===== config.mk =====
export PLATFORM = sky130hd
export DESIGN_NAME = memc_arbiter_flat
export DESIGN_NICKNAME = d
export VERILOG_FILES = /design/src/rtl/memc_arbiter_if.sv /design/src/rtl/memc_arbiter.sv /design/src/flat_wrapper.sv
export SDC_FILE = /design/constraint.sdc
export NUM_CORES = 1
export LEC_CHECK = 0
export CORE_UTILIZATION = 44
export DETAILED_ROUTE_END_ITERATION = 7
export GPL_ROUTABILITY_DRIVEN = 1
export PLACE_DENSITY = 0.87
export SLEW_MARGIN = 20
export SYNTH_ARGS = -nofsm -noshare
export SYNTH_HDL_FRONTEND = slang
export SYNTH_SLANG_ARGS = --single-unit

===== constraint.sdc =====
create_clock -name clk -period 2.91 [get_ports clk]
set_input_delay 0.582 -clock clk [delete_from_list [all_inputs] [get_ports clk]]
set_output_delay 0.582 -clock clk [all_outputs]
set_load 0.02 [all_outputs]

===== src/rtl/memc_arbiter_if.sv =====
// memc_arbiter bus bundle: requester handshake, memory-controller command/status.
// Also carries the shared command/status payload package.

package memc_arbiter_pkg;

  localparam int unsigned ADDR_W       = 32;
  localparam int unsigned CACHE_ADDR_W = 12;
  localparam int unsigned RQ_ID_W      = 4;
  localparam int unsigned RESULT_W     = 32;

  typedef enum logic [2:0] {
    MEMC_NONE            = 3'd0,
    MEMC_CP_CACHE_TO_EXT = 3'd1,
    MEMC_CP_EXT_TO_CACHE = 3'd2,
    MEMC_READ_BYTE       = 3'd3,
    MEMC_WRITE_BYTE      = 3'd4,
    MEMC_PAGE_WALK       = 3'd5
  } memc_cmd_e;

  // Command towards the memory controller
  typedef struct packed {
    memc_cmd_e                 cmd;
    logic [ADDR_W-1:0]         extAddr;
    logic [CACHE_ADDR_W-1:0]   cacheAddr;
    logic [RQ_ID_W-1:0]        rqID;
  } ctrl_memc_t;

  // Status returned by the memory controller
  typedef struct packed {
    logic                      busy;
    logic [RQ_ID_W-1:0]        rqID;
    logic [RESULT_W-1:0]       result;
    logic                      isSuperPage;
  } stat_memc_t;

endpackage

interface memc_arbiter_if #(
  parameter int unsigned NUM_RQ = 3
);
  import memc_arbiter_pkg::*;

  logic       [NUM_RQ-1:0] IN_req;
  ctrl_memc_t [NUM_RQ-1:0] IN_ctrl;
  logic       [NUM_RQ-1:0] OUT_grant;
  logic       [NUM_RQ-1:0] OUT_done;
  logic       [NUM_RQ-1:0] OUT_err;
  logic [RESULT_W-1:0]     OUT_result;
  logic                    OUT_resultSuper;
  ctrl_memc_t              OUT_memc;
  stat_memc_t              IN_memcStat;
  logic                    OUT_busy;

  // Arbiter side
  modport slave (
    input  IN_req, IN_ctrl, IN_memcStat,
    output OUT_grant, OUT_done, OUT_err, OUT_result, OUT_resultSuper,
           OUT_memc, OUT_busy
  );

  // Requester / memory-controller side
  modport master (
    output IN_req, IN_ctrl, IN_memcStat,
    input  OUT_grant, OUT_done, OUT_err, OUT_result, OUT_resultSuper,
           OUT_memc, OUT_busy
  );

endinterface


===== src/rtl/memc_arbiter.sv =====
// memc_arbiter: single-outstanding arbiter in front of the memory controller.
// Port 0 (page walker) has absolute priority; ports 1..NUM_RQ-1 share round-robin.
// Optional acknowledge watchdog: define MEMC_ARB_TIMEOUT_EN.

module memc_arbiter
  import memc_arbiter_pkg::*;
#(
  parameter int unsigned NUM_RQ  = 3,
  parameter int unsigned TIMEOUT = 16
) (
  input  logic          clk,
  input  logic          rst,
  memc_arbiter_if.slave bus
);

  localparam int unsigned IDX_W = (NUM_RQ > 1) ? $clog2(NUM_RQ) : 1;
  localparam int unsigned TO_W  = $clog2(TIMEOUT + 1);

  typedef enum logic [1:0] {
    IDLE      = 2'd0,
    ISSUE     = 2'd1,
    WAIT_DONE = 2'd2
  } state_e;

  state_e               state_q, state_d;
  logic [IDX_W-1:0]     owner_q, owner_d;
  logic [IDX_W-1:0]     ptr_q, ptr_d;
  ctrl_memc_t           cmd_q, cmd_d;
  ctrl_memc_t           memc_q, memc_d;
  logic [NUM_RQ-1:0]    grant_q, grant_d;
  logic [NUM_RQ-1:0]    done_q, done_d;
  logic [RESULT_W-1:0]  result_q, result_d;
  logic                 super_q, super_d;
  logic                 busy_q, busy_d;
  logic [TO_W-1:0]      to_cnt_q, to_cnt_d;
`ifdef MEMC_ARB_TIMEOUT_EN
  logic [NUM_RQ-1:0]    err_q, err_d;
`endif

  logic [NUM_RQ-1:0]    valid;
  logic [IDX_W-1:0]     sel, sel_hi, sel_lo;
  logic                 hit_hi;
  logic                 any_valid;
  logic                 ack;

  // Request qualification and pick: port 0 first, else first client at/after ptr_q, else wrap
  always_comb begin
    valid     = '0;
    sel       = '0;
    sel_hi    = '0;
    sel_lo    = '0;
    hit_hi    = 1'b0;
    any_valid = 1'b0;
    for (int i = 0; i < int'(NUM_RQ); i++) begin
      valid[i] = bus.IN_req[i] && (bus.IN_ctrl[i].cmd != MEMC_NONE);
    end
    // Descending scan so the lowest qualifying index is the one left standing
    for (int i = int'(NUM_RQ) - 1; i >= 1; i--) begin
      if (valid[i]) begin
        sel_lo = IDX_W'(i);
        if (IDX_W'(i) >= ptr_q) begin
          sel_hi = IDX_W'(i);
          hit_hi = 1'b1;
        end
      end
    end
    if (valid[0]) begin
      sel = '0;
    end else if (hit_hi) begin
      sel = sel_hi;
    end else begin
      sel = sel_lo;
    end
    any_valid = |valid;
  end

  // Acknowledge: controller busy with our latched request id
  always_comb begin
    ack = bus.IN_memcStat.busy && (bus.IN_memcStat.rqID == cmd_q.rqID);
  end

  // Next-state and registered-output decode
  always_comb begin
    state_d  = state_q;
    owner_d  = owner_q;
    ptr_d    = ptr_q;
    cmd_d    = cmd_q;
    memc_d   = '0;
    grant_d  = '0;
    done_d   = '0;
    result_d = result_q;
    super_d  = super_q;
    to_cnt_d = to_cnt_q;
`ifdef MEMC_ARB_TIMEOUT_EN
    err_d    = '0;
`endif

    unique case (state_q)
      IDLE: begin
        to_cnt_d = '0;
        if (!bus.IN_memcStat.busy && any_valid) begin
          grant_d[sel] = 1'b1;
          owner_d      = sel;
          cmd_d        = bus.IN_ctrl[sel];
          cmd_d.rqID   = RQ_ID_W'(sel);
          // Pointer only tracks the client ring; page-walk grants leave it alone
          if (sel != '0) begin
            ptr_d = (sel == IDX_W'(NUM_RQ - 1)) ? IDX_W'(1) : sel + IDX_W'(1);
          end
          state_d = ISSUE;
        end
      end

      ISSUE: begin
        if (ack) begin
          state_d = WAIT_DONE;
        end else begin
          memc_d = cmd_q;
          if (to_cnt_q != TO_W'(TIMEOUT)) begin
            to_cnt_d = to_cnt_q + TO_W'(1);
          end
`ifdef MEMC_ARB_TIMEOUT_EN
          if (to_cnt_q == TO_W'(TIMEOUT - 1)) begin
            memc_d         = '0;
            err_d[owner_q] = 1'b1;
            state_d        = IDLE;
          end
`endif
        end
      end

      WAIT_DONE: begin
        if (!bus.IN_memcStat.busy) begin
          done_d[owner_q] = 1'b1;
          result_d        = bus.IN_memcStat.result;
          super_d         = bus.IN_memcStat.isSuperPage;
          state_d         = IDLE;
        end
      end

      default: begin
        state_d = IDLE;
      end
    endcase

    busy_d = (state_d != IDLE);
  end

  // State and output registers; reset drops any outstanding command silently
  always_ff @(posedge clk or negedge rst) begin
    if (!rst) begin
      state_q  <= IDLE;
      owner_q  <= '0;
      ptr_q    <= IDX_W'(1);
      cmd_q    <= '0;
      memc_q   <= '0;
      grant_q  <= '0;
      done_q   <= '0;
      result_q <= '0;
      super_q  <= 1'b0;
      busy_q   <= 1'b0;
      to_cnt_q <= '0;
`ifdef MEMC_ARB_TIMEOUT_EN
      err_q    <= '0;
`endif
    end else begin
      state_q  <= state_d;
      owner_q  <= owner_d;
      ptr_q    <= ptr_d;
      cmd_q    <= cmd_d;
      memc_q   <= memc_d;
      grant_q  <= grant_d;
      done_q   <= done_d;
      result_q <= result_d;
      super_q  <= super_d;
      busy_q   <= busy_d;
      to_cnt_q <= to_cnt_d;
`ifdef MEMC_ARB_TIMEOUT_EN
      err_q    <= err_d;
`endif
    end
  end

  assign bus.OUT_grant       = grant_q;
  assign bus.OUT_done        = done_q;
  assign bus.OUT_result      = result_q;
  assign bus.OUT_resultSuper = super_q;
  assign bus.OUT_memc        = memc_q;
  assign bus.OUT_busy        = busy_q;
`ifdef MEMC_ARB_TIMEOUT_EN
  assign bus.OUT_err         = err_q;
`else
  assign bus.OUT_err         = '0;
`endif

endmodule


===== src/flat_wrapper.sv =====
// flat-port wrapper written by rule: the top's interface ports become plain ports
module memc_arbiter_flat import memc_arbiter_pkg::*;
#(
  parameter int unsigned NUM_RQ  = 3,
  parameter int unsigned TIMEOUT = 16
)
  (clk, rst, bus_IN_req, bus_IN_ctrl, bus_IN_memcStat, bus_OUT_grant, bus_OUT_done, bus_OUT_err, bus_OUT_result, bus_OUT_resultSuper, bus_OUT_memc, bus_OUT_busy);
  memc_arbiter_if #(.NUM_RQ(NUM_RQ)) bus_i ();
  input  logic clk;
  input  logic rst;
  input wire logic [$bits(bus_i.IN_req)-1:0] bus_IN_req;
  input wire logic [$bits(bus_i.IN_ctrl)-1:0] bus_IN_ctrl;
  input wire logic [$bits(bus_i.IN_memcStat)-1:0] bus_IN_memcStat;
  output wire logic [$bits(bus_i.OUT_grant)-1:0] bus_OUT_grant;
  output wire logic [$bits(bus_i.OUT_done)-1:0] bus_OUT_done;
  output wire logic [$bits(bus_i.OUT_err)-1:0] bus_OUT_err;
  output wire logic [$bits(bus_i.OUT_result)-1:0] bus_OUT_result;
  output wire logic [$bits(bus_i.OUT_resultSuper)-1:0] bus_OUT_resultSuper;
  output wire logic [$bits(bus_i.OUT_memc)-1:0] bus_OUT_memc;
  output wire logic [$bits(bus_i.OUT_busy)-1:0] bus_OUT_busy;
  assign bus_i.IN_req = bus_IN_req;
  assign bus_i.IN_ctrl = bus_IN_ctrl;
  assign bus_i.IN_memcStat = bus_IN_memcStat;
  assign bus_OUT_grant = bus_i.OUT_grant;
  assign bus_OUT_done = bus_i.OUT_done;
  assign bus_OUT_err = bus_i.OUT_err;
  assign bus_OUT_result = bus_i.OUT_result;
  assign bus_OUT_resultSuper = bus_i.OUT_resultSuper;
  assign bus_OUT_memc = bus_i.OUT_memc;
  assign bus_OUT_busy = bus_i.OUT_busy;
  memc_arbiter #(.NUM_RQ(NUM_RQ), .TIMEOUT(TIMEOUT)) u_core (.clk(clk), .rst(rst), .bus(bus_i));
endmodule

==> results of run 1 <==
[cells by family after synthesis]
group	count (synthesis)
and+or+nand+nor	175
buffers and inverters	42
xor gates and xnor gates	2
DFF	142
other	1
AOI/OAI and AO/OA	152
[registers in the layout (all words and copies together), names as in the netlist]
signal                      count
u_core.bus.OUT_memc            49
u_core.cmd_q                   47
u_core.bus.OUT_result          32
u_core.bus.OUT_done             3
u_core.bus.OUT_grant            3
u_core.owner_q                  2
u_core.ptr_q                    2
u_core.state_q                  2
u_core.bus.OUT_busy             1
u_core.bus.OUT_resultSuper      1
[final cells by class]
type | count | area (µm²)
clock buffers | 20 | 456.7
multi-input cells | 334 | 2023
repair buffers | 282 | 2824
well taps | 172 | 215.2
fillers | 827 | 3478
clock inverters | 12 | 214.0
flip-flops and latches | 142 | 3555
inverters | 2 | 7.507
[layer usage]
metal,track usage [%],vias to the layer above
met1,27.01,2462
met2,45.60,262
met3,7.775,46
met4,14.77,0
li1,-,2319
met5,0,-
[through the flow]
| step | util, % | hold WS [ps] |
|---|---|---|
| floorplan | - | 286.4 |
| global placement | 67.52 | 454.6 |
| detailed placement | 67.52 | 460.9 |
| CTS | 72.77 | 212.7 |
| global route | 72.77 | 247.3 |
| finish | 72.77 | 197.5 |
[report_power, final]
group          internal (W)  switching [W]
Sequential          0.00281       0.000390
Combinational       0.00161        0.00166
Clock               0.00165       0.000799
Total               0.00606        0.00284
[path summary, 6_finish.rpt]
check	startpoint	endpoint	cells after the start
hold reg to reg	u_core.cmd_q[15]	u_core.bus.OUT_memc[15]	1
max in group asynchronous	rst	u_core.bus.OUT_result[3]	2
setup reg to reg	u_core.state_q[0]	u_core.cmd_q[24]	4
setup / recovery	bus_IN_memcStat[37]	u_core.cmd_q[24]	5
hold / removal	rst	u_core.cmd_q[29]	1
min in group clk	u_core.cmd_q[15]	u_core.bus.OUT_memc[15]	1
[critical path, cell delays in order]
cell and delay [ps]:
sky130_fd_sc_hd__clkdlybuf4s50_1 570, sky130_fd_sc_hd__nor3_4 430, sky130_fd_sc_hd__and2_4 610, sky130_fd_sc_hd__a22oi_1 150
sky130_fd_sc_hd__o21ai_0 130
[cells in the final DEF, fill, tap and decap left out, types with 2 or more instances in the layout]
master                            netlist  final
sky130_fd_sc_hd__o21ai_2                9      9
sky130_fd_sc_hd__nand3_1                2      2
sky130_fd_sc_hd__o21ai_0               26     26
sky130_fd_sc_hd__xnor2_1                2      2
sky130_fd_sc_hd__and2_1                49     49
sky130_fd_sc_hd__nor3_1                 2      2
sky130_fd_sc_hd__a22oi_1               91     91
sky130_fd_sc_hd__clkdlybuf4s50_1        0    271
sky130_fd_sc_hd__conb_1                 1      5
sky130_fd_sc_hd__nand2_1              108    108
sky130_fd_sc_hd__nand2b_1               3      3
sky130_fd_sc_hd__clkbuf_8               0      2
sky130_fd_sc_hd__a32oi_1                3      3
sky130_fd_sc_hd__inv_1                  2      2
sky130_fd_sc_hd__buf_12                 0      2
sky130_fd_sc_hd__o31a_4                 2      2
sky130_fd_sc_hd__nor3b_1                2      2
sky130_fd_sc_hd__buf_4                 12      8
sky130_fd_sc_hd__bufinv_16              0      6
sky130_fd_sc_hd__clkbuf_16              0     17
sky130_fd_sc_hd__dfrtp_1              141    141
sky130_fd_sc_hd__clkinv_2               0      5
sky130_fd_sc_hd__o21ai_1               13     13
sky130_fd_sc_hd__a21boi_4               2      2
==> metrics.log, run 1 <==
INFO  metric run_status = finished clean
INFO  metric port_buffers = between 200 and 300
INFO  metric cts_inserted_buffers = 17
INFO  metric routed_wl = ~17000 µm
INFO  metric prevailing_post_synth_register_cell = sky130_fd_sc_hd__dfrtp_1
INFO  metric top_ports = 290
INFO  metric postCtsHoldBufs = 0
INFO  metric die_height = about 120 µm
INFO  metric worst_ep_required_time = around 3200 ps
INFO  metric detail-route-antenna-nets = 0
INFO  metric worst_ir_drop_vdd = 0.0004248 V
INFO  metric met2RoutedLength = ~8900 µm
INFO  metric chipWidth = about 120 µm
INFO  metric dr.first_iter.drc_count = ~380
INFO  metric worst-setup-path-type = primary input to register
INFO  metric timing.clock.skew = about 6.1 ps
INFO  metric finalPower = just under 0.009 W
INFO  metric floorplan.core_area = ~13000 µm²
INFO  metric synth-edff-count = 0
INFO  metric r2r_setup_slack = 1070 ps
INFO  metric synth_top_family_by_area = compound AO/OA/AOI/OAI gates
INFO  metric cts_resized = 0
INFO  metric number_of_antenna_violations_at_the_first_check_in_global_routing = 0
INFO  metric post-route-worst-setup-slack = between 700 and 800 ps
INFO  metric via_count_of_the_first_global_routing_pass = about 5100
INFO  metric synthDistinctLibCells = 36
INFO  metric cts.repair_timing.setup_buffer_count = 0
INFO  metric ys_seq_area_share = between 60% and 70%
INFO  metric final_cell_count_no_fill = roughly 960
INFO  metric layout-drive-gt1-share = 7.955%
INFO  metric fin_crit_sh = 74.55%
INFO  metric drc_errors = 0
INFO  metric pwr_density = 958.5 nW/µm²
INFO  metric num_rows = just over 40
INFO  metric num_vias = 5089
INFO  metric numPlacedInstances = around 930
INFO  metric p_leak = ~4 nW
INFO  metric synth_top_area_cell = sky130_fd_sc_hd__dfrtp_1
INFO  metric layout_min_cycle_time = around 2200 ps
INFO  metric post_synth.cell_area_avg = approximately 11 µm²
INFO  metric syn_to_final_growth = 59.69%
INFO  metric maximum_operating_frequency = roughly 0.46 GHz
INFO  metric place_ws = about 320 ps
INFO  metric syn_area = roughly 5800 µm²
INFO  metric die-area = roughly 14000 µm²
INFO  metric relSlewSlack = a little under two fifths
INFO  metric top_layer_used = met4
INFO  metric overflow = 0
INFO  metric ctsRootBufferMaster = sky130_fd_sc_hd__clkbuf_16
INFO  metric post_synth_fa_ha_maj_area_fraction = 0%
INFO  metric clockBufferDepth = 2
INFO  metric final_design_area_no_fill = about 9300 µm²
INFO  metric met3RoutedLength = approximately 1400 µm
INFO  metric initial_utilization = 45.57%
INFO  metric holdCritPathClass = primary input to asynchronous set/reset pin
INFO  metric synth_top_area_share = 60.62%
INFO  metric first_pass_iters = 5
INFO  metric end_kind = register
INFO  metric fraction_of_registers_with_async_set_or_reset_after_synthesis = between 90% and 100%
INFO  metric setup_viol_count_final = 0
INFO  metric muxShareOfSynthArea = 0%
INFO  metric clock_sink_count = roughly 140
INFO  metric count_of_inserted_antenna_diode_cells = 0
INFO  metric synth_commonest_cells = sky130_fd_sc_hd__dfrtp_1, sky130_fd_sc_hd__nand2_1, sky130_fd_sc_hd__a22oi_1, sky130_fd_sc_hd__and2_1, sky130_fd_sc_hd__o21ai_0
INFO  metric rsz0062_at_grt = no
INFO  metric detailed_place.area = around 8600 µm²
INFO  metric worstPathArrival = around 2500 ps
INFO  metric track_usage = approximately a quarter
INFO  metric ys_ff_latch = 142
INFO  metric clock_transition_at_the_registers_of_the_reported_paths = about 60 ps
INFO  metric ys_top_cells_by_area = sky130_fd_sc_hd__dfrtp_1, sky130_fd_sc_hd__a22oi_1, sky130_fd_sc_hd__nand2_1
INFO  metric largest_net_degree_at_the_start_of_global_routing = 81
INFO  metric htree_levels = 4
INFO  metric insertion_delay = 410 ps
INFO  metric xor_xnor_fraction_of_synth_area = less than 1%
INFO  metric final-hold-violation-count = 0
INFO  metric wl_met1 = just over 6000 µm
INFO  metric gp_routability_congestion = roughly 0.79
INFO  metric grt_pass1_wl = ~26000 µm
INFO  metric worst_pin_slew = approximately 940 ps
INFO  metric synth-compound-area-share = roughly a fifth
INFO  metric critical_path.max_fanout = 48
INFO  metric critPathLaunchType = primary input
INFO  metric drt-wirelength-per-cell = approximately 18 µm
INFO  metric syn_inst_count = 514
INFO  metric tritoncts = yes
INFO  metric synth_warnings = 0
INFO  metric setup-tns-final = 0 ps
INFO  metric post_synth_and_or_nand_nor_area_fraction = between 10 and 15%
INFO  metric routed_via_density = around 5.3
INFO  metric synthMostInstantiatedCell = sky130_fd_sc_hd__dfrtp_1
INFO  metric final_nets = 975
INFO  metric max_slew_violation_total_from_the_final_report = 0
INFO  metric drv.max_cap_violation_count = 0
INFO  metric detailed_place_hpwl = around 12000 µm
(Power assumes the default switching activity.)
==> run 2, diff against run 1 <==
--- a/config.mk
+++ b/config.mk
@@ -5,10 +5,10 @@
 export SDC_FILE = /design/constraint.sdc
 export NUM_CORES = 1
 export LEC_CHECK = 0
-export CORE_UTILIZATION = 44
+export CORE_UTILIZATION = 36
 export DETAILED_ROUTE_END_ITERATION = 7
 export GPL_ROUTABILITY_DRIVEN = 1
-export PLACE_DENSITY = 0.87
+export PLACE_DENSITY = 0.76
 export SLEW_MARGIN = 20
 export SYNTH_ARGS = -nofsm -noshare
 export SYNTH_HDL_FRONTEND = slang
==> constraint.sdc (replaced) <==
create_clock -name clk -period 1.85 [get_ports clk]
set_input_delay 0.37 -clock clk [delete_from_list [all_inputs] [get_ports clk]]
set_output_delay 0.37 -clock clk [all_outputs]
set_load 0.02 [all_outputs]
==> metrics.log, run 2 (synthesis gave the netlist of run 1 again) <==
INFO  metric worstHoldStart = u_core.ptr_q[0]
INFO  metric port_buffers = ~270
INFO  metric drc_errors = 0
INFO  metric netSwitchingFraction = 32.69%
INFO  metric overflow = 0
INFO  metric number_of_antenna_violations_at_the_first_check_in_global_routing = 0
INFO  metric r2r_setup_slack = around 230 ps
INFO  metric timing.clock.skew = around 7.7 ps
INFO  metric floorplan.core_area = between 15000 and 20000 µm²
INFO  metric holdCritPathClass = register to register
INFO  metric share_clk_of_total_power = a little under a quarter
INFO  metric comb_power_share = roughly two fifths
INFO  metric max_slew_violation_total_from_the_final_report = 0
INFO  metric run_status = finished clean
INFO  metric worstHoldPathCells = 2
INFO  metric critPathLaunchType = primary input
INFO  metric top_ports = 290
INFO  metric htree_levels = 4
INFO  metric end_kind = register
INFO  metric insertion_delay = approximately 410 ps
INFO  metric final-hold-violation-count = 0
INFO  metric worstPathArrival = between 2000 and 2500 ps
INFO  metric multiInputGateArea = a little over 2000 µm²
INFO  metric regToRegEndpoint = u_core.bus.OUT_memc[24]
INFO  metric largest_register_ffs = between 40 and 50
INFO  metric rsz0062_at_grt = no
INFO  metric routed_wl = approximately 17000 µm
INFO  metric critical_path.max_fanout = 29
INFO  metric layout_min_cycle_time = between 1500 and 2000 ps
INFO  metric drt-wirelength-per-cell = about 17 µm
INFO  metric clock_sink_count = between 100 and 150
INFO  metric chipWidth = ~130 µm
INFO  metric layout-drive-gt1-share = 10.83%
INFO  metric cts.repair_timing.setup_buffer_count = 0
INFO  metric ctsRootBufferMaster = sky130_fd_sc_hd__clkbuf_16
INFO  metric maximum_operating_frequency = between 0.5 and 0.6 GHz
INFO  metric num_rows = 46
INFO  metric detail-route-antenna-nets = 0
INFO  metric finalPower = approximately 0.014 W
INFO  metric die-area = ~17000 µm²
INFO  metric tritoncts = yes
INFO  metric count_of_inserted_antenna_diode_cells = 0
INFO  metric regToRegStartpoint = u_core.owner_q[1]
INFO  metric detailed_place_hpwl = 12490 µm
INFO  metric gp_routability_congestion = approximately 0.77
INFO  metric p_leak = around 4.3 nW
INFO  metric grt_pass1_wl = 25630 µm
INFO  metric fillCellCount = between 1000 and 1500
INFO  metric syn_to_final_growth = 64.60%
INFO  metric layout.cells.most_common_list = sky130_fd_sc_hd__clkdlybuf4s50_1, sky130_fd_sc_hd__dfrtp_1, sky130_fd_sc_hd__nand2_1, sky130_fd_sc_hd__a22oi_1, sky130_fd_sc_hd__and2_1
INFO  metric fin_crit_sh = 95.25%
INFO  metric p_int = a little over 0.009 W
INFO  metric worst_pin_slew = between 600 and 700 ps
INFO  metric area.sequential = 3555 µm²
INFO  metric clockBufferDepth = 2
INFO  metric relSlewSlack = between 50% and 60%
INFO  metric largest_net_degree_at_the_start_of_global_routing = 55
INFO  metric dr.first_iter.drc_count = roughly 240
INFO  metric first_pass_iters = 4
INFO  metric cts_inserted_buffers = 17
INFO  metric pwr_density = 1410 nW/µm²
INFO  metric clock_transition_at_the_registers_of_the_reported_paths = 60 ps
INFO  metric worst_ir_drop_vdd = ~0.00076 V
INFO  metric final_cell_count_no_fill = ~1000
INFO  metric num_vias = ~5000
INFO  metric worst-setup-path-type = primary input to register
INFO  metric reg2reg_depth = 4
INFO  metric netSwitchingPower = approximately 0.0044 W
INFO  metric die_height = around 130 µm
INFO  metric track_usage = approximately a fifth
INFO  metric final_nets = approximately 1000
INFO  metric routed_via_density = 4.889
INFO  metric initial_utilization = between 30% and 40%
INFO  metric final_core_utilization = about 61%
INFO  metric via_count_of_the_first_global_routing_pass = just under 5000
INFO  metric holdPathEnd = u_core.ptr_q[0]
INFO  metric numPlacedInstances = around 1000
INFO  metric mostFrequentLayoutCell = sky130_fd_sc_hd__clkdlybuf4s50_1
INFO  metric drv.max_cap_violation_count = 0
INFO  metric worst_ep_required_time = around 2100 ps
INFO  metric sequential_power_share = roughly 37%
INFO  metric setup_viol_count_final = 0
run 2: cell types whose count changed in the layout (fill, tap and decap cells not counted), sizes merged:
cell	delta
buf	+30
bufinv	-4
clkbuf	+2
clkdlybuf4s50	-2
clkinv	-1
clkinvlp	+1
dlygate4sd3	+1
dlymetal6s2s	+2
nor2b	+1
run 2: worst max-delay path, stage by stage:
cell and delay (ps):
sky130_fd_sc_hd__clkdlybuf4s50_1 450, sky130_fd_sc_hd__o31a_4 410, sky130_fd_sc_hd__a21boi_4 160, sky130_fd_sc_hd__buf_12 170, sky130_fd_sc_hd__buf_4 150, sky130_fd_sc_hd__a22oi_1 180, sky130_fd_sc_hd__o21ai_0 110
run 2: worst max path at each step:
stage	start	end
2_1_floorplan	bus_IN_ctrl[48]	u_core.cmd_q[30]
3_3_place_gp	bus_IN_memcStat[34]	u_core.bus.OUT_memc[15]
3_5_place_dp	bus_IN_memcStat[34]	u_core.bus.OUT_memc[39]
4_1_cts	u_core.state_q[0]	u_core.bus.OUT_memc[40]
5_1_grt	u_core.bus.OUT_resultSuper	bus_OUT_resultSuper
6_report	bus_IN_ctrl[99]	u_core.cmd_q[25]
run 2: power by group through the flow:
stage | Clock, W | Combinational, W | Sequential [W]
finish | 0.00318 | 0.00535 | 0.00497
CTS | 0.00326 | 0.00538 | 0.00497
detailed placement | 0 | 0.00536 | 0.00501
global placement | 0 | 0.00525 | 0.00497
floorplan | 0 | 0.00177 | 0.00590
global route | 0.00341 | 0.00578 | 0.00511
run 2: through the flow:
stage | area [µm²] | TNS, ps | worst slack (ps) | hold slack (ps)
final | 9580 | 0 | 87.82 | 471.0
after floorplan | 5836 | 0 | 330.4 | 74.41
after global routing | 9580 | 0 | 28.55 | 480.9
after CTS | 9562 | 0 | 5.290 | 467.7
after detailed placement | 9005 | -33920 | -381.3 | 369.1
after global placement | 9005 | -29800 | -328.8 | 362.3
run 2: what timing repair did:
action / 4_1_cts / 5_1_grt
hold endpoints to repair: 49 / 0
hold buffers: 1 / 0
endpoints found under the setup margin: 0 / 52
resized for setup: 0 / 3
run 2: cell type report:
type	count	share of cell area, %
sequential	142	37.10
inverter	2	0.07836
tap	216	2.821
clock inverter	8	0.9664
multi-input combinational	335	21.26
clock buffer	22	4.741
timing repair buffer	313	33.03
run 2: routing by layer:
layer / up-vias / GRT usage (%) / wire (µm)
li1: 2387 / - / -
met1: 2461 / 24.37 / 6803
met2: 208 / 34.85 / 8774
met3: 19 / 7.556 / 1409
met4: 0 / 6.505 / 251
met5: - / 0 / 0
